===== src/rtl/instruction_fetch_unit.sv =====
// instruction_fetch_unit: PC owner, imem requester and small fetch FIFO towards decode
module instruction_fetch_unit #(
  parameter logic [31:0] RESET_PC = 32'h0000_0000,
  parameter int IMEM_WORDS = 64,
  parameter int FIFO_DEPTH = 2
) (
  input  logic        clk,
  input  logic        reset,
  output logic [31:0] imem_addr,
  input  logic [31:0] imem_instr,
  input  logic        redirect_valid,
  input  logic [31:0] redirect_pc,
  output logic        out_valid,
  input  logic        out_ready,
  output logic [31:0] out_pc,
  output logic [31:0] out_instr,
  output logic        out_fault,
  output logic        halted
);
  localparam int AW = (FIFO_DEPTH > 1) ? $clog2(FIFO_DEPTH) : 1;
  localparam int CW = AW + 1;
  localparam logic [31:0] LIMIT = 32'(4 * IMEM_WORDS);
  logic [31:0] pc;
  logic [31:0] pcs [FIFO_DEPTH];
  logic [31:0] ins [FIFO_DEPTH];
  logic        flt [FIFO_DEPTH];
  logic [CW-1:0] count;
  logic [AW-1:0] rd, wr;
  logic pop, push, fault;
  assign imem_addr = pc;
  assign out_valid = count != '0;
  assign out_pc    = pcs[rd];
  assign out_instr = ins[rd];
  assign out_fault = flt[rd];
  assign pop   = out_valid && out_ready;
  assign push  = !redirect_valid && !halted && (count < CW'(FIFO_DEPTH) || pop);
  assign fault = pc >= LIMIT;
  always_ff @(posedge clk) begin
    if (reset) begin
      pc     <= RESET_PC;
      count  <= '0;
      rd     <= '0;
      wr     <= '0;
      halted <= 1'b0;
      for (int i = 0; i < FIFO_DEPTH; i++) begin
        pcs[i] <= '0;
        ins[i] <= '0;
        flt[i] <= 1'b0;
      end
    end else if (redirect_valid) begin
      pc     <= {redirect_pc[31:2], 2'b00};
      count  <= '0;
      rd     <= '0;
      wr     <= '0;
      halted <= 1'b0;
    end else begin
      if (push) begin
        pcs[wr] <= pc;
        ins[wr] <= fault ? 32'h0000_0013 : imem_instr;
        flt[wr] <= fault;
        wr      <= wr + AW'(1);
        pc      <= fault ? pc : pc + 32'd4;
        halted  <= fault;
      end
      if (pop) rd <= rd + AW'(1);
      count <= count + CW'(push) - CW'(pop);
    end
  end
endmodule

===== config.mk =====
export PLATFORM = sky130hd
export DESIGN_NAME = instruction_fetch_unit
export DESIGN_NICKNAME = d
export VERILOG_FILES = /design/src/rtl/instruction_fetch_unit.sv
export SDC_FILE = /design/constraint.sdc
export NUM_CORES = 1
export LEC_CHECK = 0
export BUFFER_PORTS_ARGS = -buffer_cell sky130_fd_sc_hd__buf_2
export CORE_ASPECT_RATIO = 1.75
export CORE_MARGIN = 1.5
export CORE_UTILIZATION = 30
export CTS_CLUSTER_DIAMETER = 80
export DETAILED_ROUTE_END_ITERATION = 10
export MAX_ROUTING_LAYER = met4
export PLACE_DENSITY = 0.51
export SYNTH_ARGS = -nofsm -noshare
export SYNTH_HDL_FRONTEND = slang
export SYNTH_SLANG_ARGS = --single-unit

===== constraint.sdc =====
create_clock -name clk -period 7 [get_ports clk]
set_clock_uncertainty 0.1 [all_clocks]
set_input_delay 0.35 -clock clk [delete_from_list [all_inputs] [get_ports clk]]
set_output_delay 0.35 -clock clk [all_outputs]
set_load 0.05 [all_outputs]

==> impl_metrics.toml, run 1 <==
[synth]
synth_enable_flop_cells = 126
synth_top_area_share_pct = 53.02
synth.avg_cell_area_um2 = 13.75
ys_seq_elements = 162
synth.distinct_cells = 46
synthCells = 519
synthFlopType = "edfxtp_1"
async_reset_ff_share_pct = 0
synth_top_area_cell = "edfxtp_1"
yosysWarnings = 0
synth_seq_area_share_pct = 63.11
synth_area_leaders = "edfxtp_1 53%, dfxtp_1 10%, mux2_2 9.9%"
syn-cell-area_um2 = 7137

[drt]
ant_nets = 0
drc = 0
drt-initial-drc-count = 200
dr.pass1.iters = 4
vias = 4516
routed_wl_um = 17030
vias_per_cell = 4.562
wl_per_cell_um = 17.20

[timing]
setup_tns_ns = 0
fin_crit_ns = 2.822
slew_headroom_pct = 29.88
max_clock_freq_ghz = 0.3544
min_period_over_period_pct = 40.31
tightest_slew_ns = 1.048
slew_viol_final = 0
rsz0062_at_grt = "no"
final-setup-viol-count = 0
hold_viol_final = 0
finalWorstSetupSlack_ns = 4.178

[critical_path]
cpMaxStageDelayCell = "o21ai_4"
cp_max_fo = 38
path_cells = "nor2b_1 > nor3_2 > inv_1 > o21ai_4 > buf_4"
critical_path_class = "register to register"
cp-start-kind = "register"
crit_required_ns = 6.97
crit_path_max_incr_delay_ns = 0.83
cp.arrival_ns = 2.79
end_kind = "register"

[global_routing]
grt_usage_pct = 14.64
grt_overflow = 0
grt_pass1_vias = 4816
grt_pass1_wl_um = 26430
grt_max_degree = 64
grt_antenna_before_repair = 2

[place]
pre_cts_slack_ns = 3.661
hpwl_um = 11280
gp_congestion = 0.7731
placed_area_um2 = 8233
io_buffers = 160

[finish]
fill_cells = 2315
final_nets = 743
fin_area_um2 = 8811
post-route-util_pct = 37.76
area_growth_pct = 23.46
drive_gt1_share_pct = 40.06

[cts]
cts_hold_buf = 0
cts.sinks = 162
post_cts_buffers = 0
htree_levels = 4
clk_pin_slew_ns = 0.06
cts_tree = "done"
cts.path.max_buffers = 2
clock-root-buffer = "clkbuf_16"
cts_made_buffers = 17
worst_skew_pair.late_latency_ns = 0.44
ctsResizeCount = 0

[floorplan]
die_x_um = 119.6
rows = 74
pin_count = 167
die_h_um = 207.0
coreArea_um2 = 23330
die_area_um2 = 24760
start_util_pct = 30.59

[pwr]
p_per_area_nw_per_um2 = 268.3
vdd_ir_drop_max_mv = 0.1308
total_power_mw = 2.364
p_leak_nw = 3.725

[flow_run]
drv_cap = 0

[outcome]
status = "finished, final reports clean"

[min_path]
hold_path_class = "input port to register"
## report_power, final
part	switching, mW	total [mW]	leakage [nW]	internal, mW
clock	0.358	0.905	0.284	0.547
combinational	0.245	0.336	1.81	0.0910
sequential	0.0308	1.12	1.63	1.09
total	0.634	2.36	3.72	1.73
## synth_stat cells (2+ instances only)
cell type  number
buf_1           3
a31oi_1         3
nand3_1         4
and2_2          2
o311a_1         2
ha_1            4
mux2i_1        23
buf_2           5
nand2_1         7
nor3_1          6
clkbuf_1       18
nor4_1          3
inv_1           9
nor4_4          2
nor2_1         33
buf_4           6
o31a_1          2
mux2_2         63
nor3_2          3
o21ai_0         2
edfxtp_1      126
o31ai_1         2
nor4_2          4
and2_1        113
o21a_1          7
and4_1          2
xnor2_1         3
buf_6           2
nand2b_1        5
dfxtp_1        36
nand4_1         4
## worst paths after layout
check,slack [ns],cells past startpoint,start,to
worst max-delay path,4.18,5,count[1]$_SDFF_PP0_,ins[0][27]$_SDFFCE_PN0P_
worst min-delay path,0.04,3,redirect_pc[10],imem_addr[10]$_SDFFE_PP0P_
worst max register to register,4.18,5,count[1]$_SDFF_PP0_,ins[0][27]$_SDFFCE_PN0P_
worst min register to register,0.45,2,rd$_SDFFE_PP0P_,register
## flip-flops by register name (all words and copies together), names as in the netlist, named ones only
name,flops
halted,1
flt,2
wr,1
rd,1
count,2
ins,64
pcs,60
imem_addr,30
## critical path, delay by kind of cell (launching register included)
| family | cells | cell delay, ns |
|---|---|---|
| AOI/OAI and AO/OA | 1 | 0.83 |
| buffers and inverters | 2 | 0.79 |
| DFF | 1 | 0.34 |
| and+or+nand+nor | 2 | 0.37 |
## layer usage
| metal | track usage (%) | vias up | part of all wire [%] |
|---|---|---|---|
| met3 | 3.992 | 23 | 5.2 |
| li1 | - | 2155 | - |
| met2 | 27.09 | 122 | 56 |
| met4 | 6.322 | 0 | 2.4 |
| met1 | 13.94 | 2216 | 37 |
| met5 | - | - | 0 |
## cells by family after synthesis
family | synth area share (%)
DFF | 63.11
and+or+nand+nor | 16.94
xor gates and xnor gates | 0.4910
muxes | 13.17
adders and majority gates | 0.7013
other | 0.05254
buffers and inverters | 2.875
AOI/OAI and AO/OA | 2.665
## layout by cell type, fill, tap and decap left out, types with 5 or more instances in the layout
cell type	n
edfxtp_1	126
and2_1	113
nand2_1	6
dfxtp_1	35
nor2_1	33
mux2_2	63
buf_2	160
mux2i_1	23
clkbuf_16	18
nand2b_1	5
o21a_1	7
clkbuf_1	6
inv_1	9
## cell type report
cell class	count	area, um^2	share of cell area, %
Sequential cell	162	4508	51.16
Timing Repair Buffer	164	830.8	9.429
Antenna cell	2	5.005	0.05680
Clock buffer	28	528.0	5.993
Tap cell	304	380.4	4.317
Clock inverter	4	45.04	0.5112
Inverter	9	33.78	0.3834
Multi-Input combinational cell	317	2480	28.15
## per-stage QoR
step                std cells  hold slack, ns
finish                    990         0.04422
global route              990         0.03994
CTS                       988         0.01472
detailed placement        956          0.4338
global placement          956          0.4304
floorplan                 522          0.3972
Note: power is estimated with default switching activity, not from simulation.
==> run 2: changes to the inputs <==
PLACE_DENSITY = 0.52   (was 0.51)
clock period = 2.5 ns   (was 7 ns; I/O delays follow)
==> impl_metrics.toml, run 2 (synthesized netlist as in run 1, its figures left out) <==
[timing]
hold_viol_final = 0
final-setup-viol-count = 0
finalWorstSetupSlack_ns = 0.3260
fin_crit_ns = 2.174
setup_tns_ns = 0
max_clock_freq_ghz = 0.4600
timing.hold.ws_ns = 0.1387
rsz0062_at_grt = "no"
min_period_over_period_pct = 86.96
slew_viol_final = 0

[pwr]
p_switching_mw = 1.871
power_frac_seq_pct = 45.4
power.share.clock_pct = 39.5
intPower_mw = 5.037
pwr-share-comb_pct = 15.1
p_per_area_nw_per_um2 = 718.0
vdd_ir_drop_max_mv = 0.4223
sw_frac_of_total_pct = 27.08
p_leak_nw = 4.059

[drt]
dr.pass1.iters = 4
wl_met1_um = 6543
met3WireLength_um = 647
top_layer = "met4"
wl_per_cell_um = 16.32
dr_wl_met2_um = 9619
vias = 4797
routed_wl_um = 17330
vias_per_cell = 4.517
drt-initial-drc-count = 281
drc = 0
ant_nets = 0

[floorplan]
die_x_um = 119.6
rows = 74
pin_count = 167
coreArea_um2 = 23330
die_area_um2 = 24760
die_h_um = 207.0
start_util_pct = 30.59

[cts]
htree_levels = 4
cts.sinks = 162
post_cts_buffers = 0
cts_made_buffers = 17
cts_tree = "done"
clk_pin_slew_ns = 0.06
worst_skew_pair.late_latency_ns = 0.43
clock-root-buffer = "clkbuf_16"
cts.path.max_buffers = 2

[place]
pre_cts_slack_ns = 0.3187
dp.cells = 966
gp_congestion = 0.7711
io_buffers = 160
hpwl_um = 11890

[finish]
fill_cells = 2226
num_antenna_cells = 0
drive_gt1_share_pct = 37.99
final_nets = 817
final_common_cell = "buf_2"
layout_common_cells = "160 x buf_2, 126 x edfxtp_1, 113 x and2_1"
largest_reg_flops = 64
area_growth_pct = 34.82
largest_register = "ins"
stdcell_count = 1062

[min_path]
hold_path_class = "input port to register"

[critical_path]
cp-start-kind = "register"
cp.arrival_ns = 1.95
end_kind = "output port"
cp_max_fo = 36
critical_path_class = "register to output port"
crit_required_ns = 2.28

[flow_run]
drv_cap = 0

[global_routing]
grt_overflow = 0
grt_usage_pct = 14.74
grt_max_degree = 41
grt_pass1_vias = 5240
grt_pass1_wl_um = 27140
grt_antenna_before_repair = 0

[outcome]
status = "finished, final reports clean"
[run 2: cell types whose count changed in the layout (fill, tap and decap cells not counted), moves of 4 or more]
cell | previous run | this run
clkbuf_8 | 4 | 0
buf_4 | 4 | 9
buf_12 | 0 | 5
dlygate4sd3_1 | 0 | 64
clkbuf_1 | 6 | 1
[run 2: critical path: stages, from the launching register on]
cell and delay (ns):
dfxtp_4 0.63, buf_12 0.28, mux2_2 0.38, buf_2 0.21
[run 2: worst paths after layout]
check / startpoint / endpoint / slack, ns / cells after the start
setup / recovery: register / out_instr[13] / 0.33 / 3
hold / removal: out_ready / register / 0.14 / 4
setup reg to reg: imem_addr[18]$_SDFFE_PP0P_ / imem_addr[6]$_SDFFE_PP0P_ / 0.37 / 4
hold reg to reg: rd$_SDFFE_PP0P_ / register / 0.46 / 2
[run 2: power groups by stage]
stage          combinational [mW]  clock [mW]  sequential [mW]
2_1_floorplan               0.615           0             3.27
3_3_place_gp                0.967           0             3.18
3_5_place_dp                0.977           0             3.20
4_1_cts                      1.06        2.79             3.14
5_1_grt                      1.10        2.90             3.15
6_report                     1.04        2.73             3.13
[run 2: metrics by stage]
stage          area (um^2)  total power, mW  util, %
2_1_floorplan         7162            3.886        -
3_3_place_gp          8358            4.152    35.82
3_5_place_dp          8358            4.173    35.82
4_1_cts               9622            6.992    41.24
5_1_grt               9622            7.151    41.24
6_report              9622            6.908    41.24
[run 2: layout make-up]
| cell class | count | area [um^2] | area share (%) |
|---|---|---|---|
| multi-input combinational | 317 | 2467 | 25.64 |
| clock inverter | 11 | 118.9 | 1.235 |
| clock buffer | 21 | 504.2 | 5.241 |
| tap | 304 | 380.4 | 3.953 |
| timing repair buffer | 238 | 1609 | 16.72 |
| sequential | 162 | 4508 | 46.85 |
| inverter | 9 | 33.78 | 0.3511 |
[run 2: repair_timing]
action                                 CTS  global route
setup endpoints to repair                0             0
hold buffers                            64             0
gates resized for setup                  0             0
endpoints found under the hold margin   98             0
[run 2: layer usage]
metal,track usage (%),vias up
met3,2.946,35
met2,27.71,139
met1,14.32,2319
met5,-,-
li1,-,2304
met4,6.445,0
